===== config.mk =====
export PLATFORM = sky130hd
export DESIGN_NAME = cp0_irq_ctrl_flat
export DESIGN_NICKNAME = d
export VERILOG_FILES = /design/src/rtl/cp0_irq_ctrl_pkg.sv /design/src/rtl/cp0_irq_ctrl_if.sv /design/src/rtl/cp0_irq_sync.sv /design/src/rtl/cp0_irq_ctrl.sv /design/src/flat_wrapper.sv
export SDC_FILE = /design/constraint.sdc
export NUM_CORES = 1
export LEC_CHECK = 0
export ABC_CLOCK_PERIOD_IN_PS = 4200
export CORE_UTILIZATION = 42
export DETAILED_ROUTE_END_ITERATION = 8
export PLACE_DENSITY_LB_ADDON = 0.05
export SLEW_MARGIN = 20
export SYNTH_ARGS = -nofsm -noshare
export SYNTH_HDL_FRONTEND = slang
export SYNTH_HIERARCHICAL = 1
export SYNTH_SLANG_ARGS = --single-unit

===== constraint.sdc =====
create_clock -name clk -period 4.2 [get_ports clk]
set_clock_uncertainty 0.2 [all_clocks]
set_input_delay 1.26 -clock clk [delete_from_list [all_inputs] [get_ports clk]]
set_output_delay 1.26 -clock clk [all_outputs]
set_load 0.1 [all_outputs]

===== src/rtl/cp0_irq_ctrl_pkg.sv =====
// Shared constants for the CP0 exception/interrupt controller: register numbers,
// SR/Cause bit positions, ExcCode values and the default handler entry address.
package cp0_irq_ctrl_pkg;

    localparam logic [4:0] REG_COUNT   = 5'd9;
    localparam logic [4:0] REG_COMPARE = 5'd11;
    localparam logic [4:0] REG_SR      = 5'd12;
    localparam logic [4:0] REG_CAUSE   = 5'd13;
    localparam logic [4:0] REG_EPC     = 5'd14;
    localparam logic [4:0] REG_PRID    = 5'd15;

    localparam int SR_IE     = 0;
    localparam int SR_EXL    = 1;
    localparam int IP_LSB    = 10;
    localparam int EXC_LSB   = 2;
    localparam int CAUSE_TI  = 30;
    localparam int CAUSE_BD  = 31;

    typedef enum logic [4:0] {
        EXC_INT  = 5'd0,
        EXC_ADEL = 5'd4,
        EXC_ADES = 5'd5,
        EXC_RI   = 5'd10,
        EXC_OV   = 5'd12
    } exc_code_e;

    localparam logic [31:0] DEFAULT_HANDLER_PC = 32'h0000_4180;

    function automatic logic [31:0] word_align(input logic [31:0] a);
        return a & ~32'h0000_0003;
    endfunction

endpackage


===== src/rtl/cp0_irq_ctrl_if.sv =====
// mtc0/mfc0 register-access bus between the M stage and CP0.
// The M stage owns we/addr/wdata; CP0 answers with combinational rdata.
interface cp0_irq_ctrl_if;
    logic        we_i;
    logic [4:0]  addr_i;
    logic [31:0] wdata_i;
    logic [31:0] rdata_o;

    modport master (output we_i, addr_i, wdata_i, input rdata_o);
    modport slave  (input we_i, addr_i, wdata_i, output rdata_o);
endinterface


===== src/rtl/cp0_irq_sync.sv =====
// Interrupt capture: registers irq lines; level channels follow the register,
// edge channels latch a sticky pending bit that software clears via Cause.
module cp0_irq_sync #(
    parameter int         NUM_IRQ   = 6,
    parameter logic [5:0] EDGE_MASK = 6'b000000
) (
    input  logic               clk,
    input  logic               reset,
    input  logic [NUM_IRQ-1:0] irq_i,
    input  logic               clr_en_i,
    input  logic [NUM_IRQ-1:0] clr_keep_i,
    output logic [NUM_IRQ-1:0] ip_o
);

    localparam logic [NUM_IRQ-1:0] EDGE = EDGE_MASK[NUM_IRQ-1:0];

    logic [NUM_IRQ-1:0] irq_q, irq_d;
    logic [NUM_IRQ-1:0] edge_ip_q, edge_ip_d;

    always_comb begin
        irq_d     = irq_i;
        edge_ip_d = edge_ip_q;
        if (clr_en_i) begin
            edge_ip_d = edge_ip_q & clr_keep_i;
        end
        // A new rising edge wins over a same-cycle software clear.
        edge_ip_d = (edge_ip_d | (irq_i & ~irq_q)) & EDGE;
    end

    always_ff @(posedge clk or posedge reset) begin
        if (reset) begin
            irq_q     <= '0;
            edge_ip_q <= '0;
        end else begin
            irq_q     <= irq_d;
            edge_ip_q <= edge_ip_d;
        end
    end

    assign ip_o = (irq_q & ~EDGE) | (edge_ip_q & EDGE);

endmodule


===== src/rtl/cp0_irq_ctrl.sv =====
// CP0 exception/interrupt controller beside the M stage: SR/Cause/EPC/PRId,
// one-cycle take decision and victim-PC capture. Optional Count/Compare: CP0_COUNT_EN.
module cp0_irq_ctrl
    import cp0_irq_ctrl_pkg::*;
#(
    parameter int          NUM_IRQ       = 6,
    parameter logic [5:0]  IRQ_EDGE_MASK = 6'b000000,
    parameter logic [31:0] HANDLER_PC    = DEFAULT_HANDLER_PC,
    parameter logic [31:0] PRID          = 32'h0000_0007
) (
    input  logic               clk,
    input  logic               reset,
    input  logic [NUM_IRQ-1:0] irq_i,
    input  logic               exc_valid_i,
    input  logic [4:0]         exc_code_i,
    input  logic               bd_i,
    input  logic [31:0]        pc_m_i,
    input  logic [31:0]        pc_e_i,
    input  logic [31:0]        pc_d_i,
    input  logic [31:0]        pc_f_i,
    input  logic               vld_m_i,
    input  logic               vld_e_i,
    input  logic               vld_d_i,
    cp0_irq_ctrl_if.slave      bus,
    input  logic               eret_i,
    output logic               take_o,
    output logic [31:0]        handler_pc_o,
    output logic [31:0]        epc_o
);

    logic [NUM_IRQ-1:0] im_q, im_d;
    logic               exl_q, exl_d;
    logic               ie_q, ie_d;
    logic               bd_q, bd_d;
    logic [4:0]         exc_code_q, exc_code_d;
    logic [31:0]        epc_q, epc_d;

    logic [NUM_IRQ-1:0] ip_raw, ip_eff;
    logic               ti;
    logic               int_req, exc_req, take;
    logic               wr_en, bd_eff;
    logic [31:0]        victim;

    cp0_irq_sync #(
        .NUM_IRQ   (NUM_IRQ),
        .EDGE_MASK (IRQ_EDGE_MASK)
    ) u_sync (
        .clk        (clk),
        .reset      (reset),
        .irq_i      (irq_i),
        .clr_en_i   (wr_en && (bus.addr_i == REG_CAUSE)),
        .clr_keep_i (bus.wdata_i[IP_LSB +: NUM_IRQ]),
        .ip_o       (ip_raw)
    );

`ifdef CP0_COUNT_EN
    logic [31:0] count_q, count_d;
    logic [31:0] compare_q, compare_d;
    logic        ti_q, ti_d;

    always_comb begin
        count_d   = count_q + 32'd1;
        compare_d = compare_q;
        ti_d      = ti_q | (count_q == compare_q);
        if (wr_en && (bus.addr_i == REG_COUNT)) begin
            count_d = bus.wdata_i;
        end
        if (wr_en && (bus.addr_i == REG_COMPARE)) begin
            compare_d = bus.wdata_i;
            ti_d      = 1'b0;
        end
    end

    always_ff @(posedge clk or posedge reset) begin
        if (reset) begin
            count_q   <= '0;
            compare_q <= '0;
            ti_q      <= 1'b0;
        end else begin
            count_q   <= count_d;
            compare_q <= compare_d;
            ti_q      <= ti_d;
        end
    end

    assign ti = ti_q;
    // Timer interrupt shares the top interrupt channel as a level source.
    always_comb begin
        ip_eff = ip_raw;
        ip_eff[NUM_IRQ-1] = ip_raw[NUM_IRQ-1] | ti_q;
    end
`else
    assign ti     = 1'b0;
    assign ip_eff = ip_raw;
`endif

    assign int_req = (|(ip_eff & im_q)) & ie_q & ~exl_q;
    assign exc_req = exc_valid_i & ~exl_q;
    assign take    = int_req | exc_req;
    assign wr_en   = bus.we_i & ~take;
    assign bd_eff  = bd_i & vld_m_i;

    always_comb begin
        if (vld_m_i)      victim = pc_m_i;
        else if (vld_e_i) victim = pc_e_i;
        else if (vld_d_i) victim = pc_d_i;
        else              victim = pc_f_i;
    end

    always_comb begin
        im_d       = im_q;
        exl_d      = exl_q;
        ie_d       = ie_q;
        bd_d       = bd_q;
        exc_code_d = exc_code_q;
        epc_d      = epc_q;
        if (wr_en) begin
            case (bus.addr_i)
                REG_SR: begin
                    im_d  = bus.wdata_i[IP_LSB +: NUM_IRQ];
                    exl_d = bus.wdata_i[SR_EXL];
                    ie_d  = bus.wdata_i[SR_IE];
                end
                REG_EPC: epc_d = word_align(bus.wdata_i);
                default: ;
            endcase
        end
        if (eret_i) begin
            exl_d = 1'b0;
        end
        if (take) begin
            exl_d      = 1'b1;
            bd_d       = bd_eff;
            epc_d      = word_align(bd_eff ? (victim - 32'd4) : victim);
            exc_code_d = int_req ? 5'(EXC_INT) : exc_code_i;
        end
    end

    always_ff @(posedge clk or posedge reset) begin
        if (reset) begin
            im_q       <= '0;
            exl_q      <= 1'b0;
            ie_q       <= 1'b0;
            bd_q       <= 1'b0;
            exc_code_q <= '0;
            epc_q      <= '0;
        end else begin
            im_q       <= im_d;
            exl_q      <= exl_d;
            ie_q       <= ie_d;
            bd_q       <= bd_d;
            exc_code_q <= exc_code_d;
            epc_q      <= epc_d;
        end
    end

    // Reads reflect registered state, so a same-cycle mtc0 returns the old value.
    always_comb begin
        bus.rdata_o = '0;
        case (bus.addr_i)
            REG_SR: begin
                bus.rdata_o[IP_LSB +: NUM_IRQ] = im_q;
                bus.rdata_o[SR_EXL]            = exl_q;
                bus.rdata_o[SR_IE]             = ie_q;
            end
            REG_CAUSE: begin
                bus.rdata_o[CAUSE_BD]              = bd_q;
                bus.rdata_o[CAUSE_TI]              = ti;
                bus.rdata_o[IP_LSB +: NUM_IRQ]     = ip_eff;
                bus.rdata_o[EXC_LSB +: 5]          = exc_code_q;
            end
            REG_EPC:  bus.rdata_o = epc_q;
            REG_PRID: bus.rdata_o = PRID;
`ifdef CP0_COUNT_EN
            REG_COUNT:   bus.rdata_o = count_q;
            REG_COMPARE: bus.rdata_o = compare_q;
`endif
            default: bus.rdata_o = '0;
        endcase
    end

    assign take_o       = take;
    assign handler_pc_o = HANDLER_PC;
    assign epc_o        = epc_q;

endmodule


===== src/flat_wrapper.sv =====
// flat-port wrapper written by rule: the top's interface ports become plain ports
module cp0_irq_ctrl_flat import cp0_irq_ctrl_pkg::*;
#(
    parameter int          NUM_IRQ       = 6,
    parameter logic [5:0]  IRQ_EDGE_MASK = 6'b000000,
    parameter logic [31:0] HANDLER_PC    = DEFAULT_HANDLER_PC,
    parameter logic [31:0] PRID          = 32'h0000_0007
)
  (clk, reset, irq_i, exc_valid_i, exc_code_i, bd_i, pc_m_i, pc_e_i, pc_d_i, pc_f_i, vld_m_i, vld_e_i, vld_d_i, eret_i, take_o, handler_pc_o, epc_o, bus_we_i, bus_addr_i, bus_wdata_i, bus_rdata_o);
  cp0_irq_ctrl_if bus_i ();
  input  logic clk;
  input  logic reset;
  input  logic [NUM_IRQ-1:0] irq_i;
  input  logic exc_valid_i;
  input  logic [4:0] exc_code_i;
  input  logic bd_i;
  input  logic [31:0] pc_m_i;
  input  logic [31:0] pc_e_i;
  input  logic [31:0] pc_d_i;
  input  logic [31:0] pc_f_i;
  input  logic vld_m_i;
  input  logic vld_e_i;
  input  logic vld_d_i;
  input  logic eret_i;
  output logic take_o;
  output logic [31:0] handler_pc_o;
  output logic [31:0] epc_o;
  input wire logic [$bits(bus_i.we_i)-1:0] bus_we_i;
  input wire logic [$bits(bus_i.addr_i)-1:0] bus_addr_i;
  input wire logic [$bits(bus_i.wdata_i)-1:0] bus_wdata_i;
  output wire logic [$bits(bus_i.rdata_o)-1:0] bus_rdata_o;
  assign bus_i.we_i = bus_we_i;
  assign bus_i.addr_i = bus_addr_i;
  assign bus_i.wdata_i = bus_wdata_i;
  assign bus_rdata_o = bus_i.rdata_o;
  cp0_irq_ctrl #(.NUM_IRQ(NUM_IRQ), .IRQ_EDGE_MASK(IRQ_EDGE_MASK), .HANDLER_PC(HANDLER_PC), .PRID(PRID)) u_core (.clk(clk), .reset(reset), .irq_i(irq_i), .exc_valid_i(exc_valid_i), .exc_code_i(exc_code_i), .bd_i(bd_i), .pc_m_i(pc_m_i), .pc_e_i(pc_e_i), .pc_d_i(pc_d_i), .pc_f_i(pc_f_i), .vld_m_i(vld_m_i), .vld_e_i(vld_e_i), .vld_d_i(vld_d_i), .bus(bus_i), .eret_i(eret_i), .take_o(take_o), .handler_pc_o(handler_pc_o), .epc_o(epc_o));
endmodule

==> Word level (Yosys, flattened, before mapping) <==
Cells that the tools add are included.
{ "word_totals": {"reg_bits": 52, "in_bits": 185, "out_inout_bits": 97, "wordCells": 47} }
{ "op_classes": {"add_sub_neg": 1, "n_eq_ne": 4, "n_mux": 18, "bitwise": 9, "reduce_logical": 8} }
{ "ops": {"columns": ["op", "count"], "rows": [
  ["$mux W32", 7],
  ["$sub A32 B3 Y32 const B", 1],
  ["$eq A5 B4 Y1 const B", 4],
  ["$pmux W6 S3", 1],
  ["$pmux W5 S3", 1],
  ["$mux W14", 1],
  ["$and A6 B6 Y6", 1],
  ["$pmux W2 S3", 1],
  ["$reduce_and A2 Y1", 3],
  ["$reduce_bool A3 Y1", 2],
  ["$reduce_or A6 Y1", 1],
  ["$and A1 B1 Y1", 5],
  ["$mux W5", 1],
  ["$mux W1", 4],
  ["$pmux W2 S2", 1],
  ["$reduce_bool A2 Y1", 2],
  ["$mux W3", 1],
  ["$not A1 Y1", 2],
  ["$or A1 B1 Y1", 1]
]} }

==> Logic depth before layout (Yosys ltp) <==
Gate-level depths: netlist (run 1).
{ "depth": {"word_depth": 10, "mapped_depth": 16, "ltp_nobuf": 11} }

==> Cells and area by module <==
Netlist (run 1), hierarchy kept.
{ "by_module_without_submodules": {"columns": ["module", "n_inst", "cells_each", "area_per_inst_um2", "seq_area_each_um2"], "rows": [
  ["cp0_irq_ctrl", 1, 569, 4613.2, 1101.1],
  ["cp0_irq_sync", 1, 7, 153.9, 150.1]
]} }

==> Worst setup path after synthesis (run 1) <==
Ideal clock, no wire load.
{ "synth_path": {"path_kind": "input -> output", "start": "input port bus_addr_i[0]", "end": "output port bus_rdata_o[31]", "t_arrival_ns": 3.335, "t_required_ns": 2.740, "path_slack_ns": -0.595, "cell_stages": 4, "n_path_buf": 1, "cell_sequence": "buf_1 > nor2b_1 > a22oi_1 > nor2_1"} }
{ "synth_via": {"elab_chain_cells": 2, "elab_cells_between_ends": 3, "classes_between": "eq/ne (2); mux (1)"} }
{ "synth_lines": {"columns": ["element", "line_no", "rtl"], "rows": [
  ["from (decl)", "flat_wrapper.sv:29", "input wire logic [$bits(bus_i.addr_i)-1:0] bus_addr_i;"],
  ["$eq A5 B4 Y1, on equally long branches", null, null],
  ["$pmux W2 S2 (*)", "cp0_irq_ctrl.sv:160", "case (bus.addr_i)"],
  ["to (decl)", "flat_wrapper.sv:31", "output wire logic [$bits(bus_i.rdata_o)-1:0] bus_rdata_o;"]
]} }
Every way passes the cells marked *; elsewhere a longest branch is shown, timed or not.

==> Final worst setup path (run 1) <==
{ "layout_path": {"start": "input port bus_addr_i[2]", "end": "output port bus_rdata_o[20]"} }
{ "layout_via": {"elab_chain_cells": 2} }
{ "layout_lines": {"columns": ["element", "line_no"], "rows": [
  ["$eq A5 B4 Y1", "cp0_irq_ctrl.sv:160"],
  ["$mux W14", "cp0_irq_ctrl.sv:160"]
]} }
No other way between the ends.

==> results.yml, run 1 <==
power_and_ir_drop:
  ir_drop_v: 0.000595
  cellPowerDensity_mw_per_mm2: 438
  leakage_nw: 3.44
synthesis:
  yosys_warnings: 6
  syn_inst: 575
  netlist_area_mm2: 0.00476
  syn-mean-instance-area_um2: 8.27
clocking:
  clockRootBuffer: "clkbuf_16"
  cts.path.max_buffers: 2
  cts_hold_buf: 0
  cts_sinks: 50
  cts_tree: "done"
  numCtsBuffers: 5
  htree_levels: 2
  clk_latency_ns: 0.29
  clk_pin_slew_ns: 0.06
worst_setup_path:
  start_kind: "input port"
  required_ns: 2.74
  cp_slowest_cell: "clkdlybuf4s50_1"
  r2r_start: "u_core/u_sync/ip_o[1]"
  cp.arrival_ns: 2.68
  worst-path-buf-inv: 3
  r2r_end: "u_core/im_q[4]"
  crit_path_max_incr_delay_ns: 0.47
  crit_family: "buffers and inverters"
  crit_path_max_fanout: 8
  path_class: "in -> out"
  reg2regPathDepth: 8
  reg2reg_slack_ns: 1.27
  path_cells: "clkdlybuf4s50_1, nand3b_1, nor2b_4, buf_4, and2_1, buf_12"
  worst_setup_path_end_kind: "output pin"
placed_design:
  postPlaceCellArea_mm2: 0.00762
  portBuffers: 239
  routabilityCongestion: 0.914
  dp.final_hpwl_um: 13400
timing:
  hold_violations: 0
  rsz0062_at_grt: "false"
  fmax_mhz: 241
  tightest_slew_ns: 0.984
  relSlewSlack_pct: 34.2
  fin_crit_ns: 4.14
  hold_slack_ns: 0.287
  report.final.slew_viol_count: 0
  finalSetupViolCount: 0
  setup_total_negative_slack_ns: 0
  period_share_pct: 98.7
floorplan:
  rows: 38
  fp.dieArea_mm2: 0.0118
  coreArea_mm2: 0.0109
  start_util_pct: 43.5
  die_x_um: 108
  io_pins: 282
  die-height_um: 108
route:
  viasPerCell: 5.35
  vias: 5140
  routedWlPerCell_um: 17.1
  maxUsedRoutingLayer: "met4"
  wl_met3_um: 1180
  met2WireLength_um: 8220
  ant_nets: 0
  drt-total-wl_um: 16400
  drc_errors: 0
  dr.first_iter.drc_count: 362
  wl_met1_um: 6590
  firstDrtPassIters: 5
min_path:
  min_path_type: "reg -> reg"
  min_from: "u_core/exc_code_q[3]"
  whs_path_depth: 2
  whs_endpoint: "u_core/exc_code_q[3]"
final_layout:
  layout-drive-gt1-share_pct: 18.7
  area_growth_pct: 63.7
  finish.net_count: 1006
  fill_cells: 874
  final_util_pct: 71.2
  diodes: 0
  design_area_mm2: 0.00779
grt:
  grt_max_degree: 58
  antenna_found_initial: 0
  grt_pass1_vias: 5009
  grtUsageTotal_pct: 27.6
  gr-total-overflow: 0
  grt_pass1_wl_um: 25200
run_status:
  outcome: "finished, final reports clean"
run:
  cap_violations: 0
final cells by class:
type | count | area, µm² | area share, %
multi-input combinational | 461 | 3150 | 40.4
timing repair buffer | 279 | 2990 | 38.4
sequential | 50 | 1250 | 16.1
tap | 140 | 175 | 2.25
clock buffer | 7 | 133 | 1.70
inverter | 23 | 86.3 | 1.11
sequential cells by signal (all words and copies together) (netlist names):
name / flops
u_core/exc_code_q: 5
u_core/ie_q: 1
u_core/bd_q: 1
u_core/im_q: 6
u_core/epc_o: 30
u_core/u_sync/ip_o: 6
u_core/exl_q: 1
layout by cell type, fill, tap and decap left out, types with 3 or more instances in the layout:
master and n:
a22o_1 5, a221oi_1 4, inv_1 20, a222oi_1 8, nand4_1 4, and2_1 8
and2_2 10, a211oi_1 21, or2_1 3, nor3b_1 5, o21ai_0 30, mux2_2 19
nor2b_1 13, nand2b_1 5, xnor2_1 3, buf_12 34, clkdlybuf4s50_1 189, nand2_1 54
clkbuf_16 5, nor2_4 4, xor2_1 11, o211a_1 8, buf_4 53, nor3_1 10
or3_1 3, a22oi_1 4, a21oi_1 23, nor4_1 10, nor2_1 42, mux2i_1 56
conb_1 34, a21o_1 4, dfrtp_1 50, nand3_1 17
timing repair:
item,4_1_cts,5_1_grt
endpoints found under the setup margin,7,4
setup buffers,0,0
resized for setup,5,5
cloned,1,0
pin swaps,0,0
worst max path at each step:
stage | cells after the start | end | slack, ns | from
final | 6 | bus_rdata_o[20] | 0.06 | bus_addr_i[2]
after global routing | 6 | bus_rdata_o[18] | 0.007 | bus_addr_i[4]
after CTS | 6 | bus_rdata_o[19] | 0.03 | bus_addr_i[1]
after detailed placement | 6 | bus_rdata_o[19] | 0.006 | bus_addr_i[1]
after global placement | 6 | bus_rdata_o[21] | 0.02 | bus_addr_i[1]
after floorplan | 3 | bus_rdata_o[0] | -0.46 | bus_addr_i[0]
worst reg2reg max path, cell delays in order (launching register included):
cell and delay [ns]:
dfrtp_1 0.39, a22o_1 0.26, o31ai_2 0.50, a21o_2 0.23, inv_2 0.05, buf_4 0.23
nor4bb_1 0.36, buf_4 0.24, mux2_2 0.35
per-stage QoR:
step / setup slack, ns / power (mW) / std cells
after floorplan: -0.464 / 2.41 / 607
after global placement: 0.0158 / 2.98 / 952
after detailed placement: 0.00620 / 3.02 / 952
after CTS: 0.0260 / 3.41 / 960
after global routing: 0.00720 / 3.56 / 960
final: 0.0563 / 3.41 / 960
metal layers:
metal  track usage (%)  vias to the layer above
met2              48.4                      246
li1                  -                     2477
met4              8.88                        0
met3              4.28                       26
met1              34.3                     2391
met5                 0                        -
power by group:
part | total [mW] | internal, mW | leakage, nW | switching, mW
clock | 0.383 | 0.218 | 0.0640 | 0.165
sequential | 0.797 | 0.652 | 0.597 | 0.145
combinational | 2.23 | 0.634 | 2.78 | 1.59
total | 3.41 | 1.50 | 3.44 | 1.90
No activity file was read; power rests on OpenSTA's default activity.
==> run 2, diff against run 1 <==
ABC_CLOCK_PERIOD_IN_PS = 4650   (was 4200)
CORE_UTILIZATION = 39   (was 42)
MAX_ROUTING_LAYER = met4   (was not set)
clock period = 4.65 ns   (was 4.2 ns; I/O delays follow)
==> results.yml, run 2 (synthesis gave the netlist of run 1 again) <==
floorplan:
  rows: 39
  fp.dieArea_mm2: 0.0126
  io_pins: 282
  coreArea_mm2: 0.0117
  die_x_um: 112
  start_util_pct: 40.8
  die-height_um: 112
clocking:
  clockRootBuffer: "clkbuf_16"
  cts_setup_buffers: 0
  cts_hold_buf: 0
  cts_resized: 0
  clk_latency_ns: 0.28
  cts.path.max_buffers: 2
  cts_tree: "done"
  clk_pin_slew_ns: 0.06
  numCtsBuffers: 5
  htree_levels: 2
  cts_sinks: 50
timing:
  finalSetupViolCount: 0
  report.final.slew_viol_count: 0
  period_share_pct: 96.6
  worst_slack_ns: 0.156
  fmax_mhz: 223
  rsz0062_at_grt: "false"
  fin_crit_ns: 4.49
  hold_violations: 0
  setup_total_negative_slack_ns: 0
  tightest_slew_ns: 1.00
  relSlewSlack_pct: 32.8
final_layout:
  finish.net_count: 994
  fill_cells: 977
  area_growth_pct: 62.0
  layout_commonest_cell: "clkdlybuf4s50_1"
  final_util_pct: 66.1
  diodes: 0
  largest_register_ffs: 30
  layout-drive-gt1-share_pct: 14.6
  mostFrequentLayoutCells: "204 x clkdlybuf4s50_1, 56 x mux2i_1, 54 x nand2_1"
  design_area_mm2: 0.00771
  seq_area_mm2: 0.00125
  multiInputGateArea_mm2: 0.00311
route:
  drt-total-wl_um: 16200
  vias: 4991
  firstDrtPassIters: 5
  dr.first_iter.drc_count: 331
  routedWlPerCell_um: 17.0
  ant_nets: 0
  viasPerCell: 5.25
  drc_errors: 0
min_path:
  min_path_type: "reg -> reg"
  whs_path_depth: 2
worst_setup_path:
  crit_path_max_incr_delay_ns: 0.51
  cp.arrival_ns: 2.90
  reg2regPathDepth: 8
  worst-path-buf-inv: 3
  path_cells: "clkdlybuf4s50_1, nor2b_1, nor2b_1, buf_4, and2_1, buf_12"
  crit_path_frequent_cell: "nor2b_1"
  crit_cells: 6
  required_ns: 3.05
  start_kind: "input port"
  crit_path_max_fanout: 21
  reg2reg_slack_ns: 1.74
  worst_setup_path_end_kind: "output pin"
  crit_family: "buffers and inverters"
  path_class: "in -> out"
  cp_slowest_cell: "clkdlybuf4s50_1"
power_and_ir_drop:
  cellPowerDensity_mw_per_mm2: 399
  leakage_nw: 3.35
  ir_drop_v: 0.000223
  p_total_mw: 3.07
placed_design:
  dp.final_hpwl_um: 13400
  dpl_worst_slack_ns: 0.156
  routabilityCongestion: 0.937
  postPlaceCellArea_mm2: 0.00757
  portBuffers: 239
grt:
  grt_pass1_wl_um: 25600
  grt_max_degree: 58
  grt_pass1_vias: 4916
  gr-total-overflow: 0
  antenna_found_initial: 0
  grtUsageTotal_pct: 26.4
run_status:
  outcome: "finished, final reports clean"
run:
  cap_violations: 0
[run 2: area by class of cell]
class | count | share of cell area (%)
multi-input cells | 461 | 40.3
repair buffers | 267 | 38.3
flip-flops and latches | 50 | 16.2
well taps | 143 | 2.32
clock buffers | 7 | 1.72
inverters | 23 | 1.12
[run 2: worst paths after layout]
check / end / startpoint
min in group asynchronous: u_core/u_sync/ip_o[5] / reset
max reg2reg: u_core/im_q[5] / u_core/u_sync/ip_o[1]
min: u_core/exc_code_q[1] / u_core/exc_code_q[1]
max: bus_rdata_o[21] / bus_addr_i[0]
max in group asynchronous: u_core/exc_code_q[2] / reset
min reg2reg: u_core/exc_code_q[1] / u_core/exc_code_q[1]
[run 2: stage by stage]
stage               std cells  hold slack (ns)
finish                    951            0.274
floorplan                 607            0.239
detailed placement        944            0.262
CTS                       951            0.279
global placement          944            0.249
global route              951            0.317
[run 2: metal layers]
layer | global-route usage [%] | part of all wire [%] | vias to the layer above | wire [µm]
met5 | - | 0 | - | 0
li1 | - | - | 2454 | -
met4 | 8.27 | 2.6 | 0 | 416
met1 | 34.4 | 44 | 2280 | 7120
met2 | 43.1 | 48 | 228 | 7720
met3 | 2.81 | 5.7 | 29 | 928
[run 2: tightest hold or removal path: cells and delay by family, from the launching register on]
| family | cells | cell delay, ns |
|---|---|---|
| and+or+nand+nor | 2 | 0.10 |
| DFF | 1 | 0.34 |
[run 2: power by group]
group | leakage [nW] | switching, mW | internal, mW | total, mW
clock network | 0.0640 | 0.145 | 0.197 | 0.342
logic | 2.69 | 1.43 | 0.584 | 2.02
registers | 0.597 | 0.128 | 0.589 | 0.717
total | 3.35 | 1.70 | 1.37 | 3.07
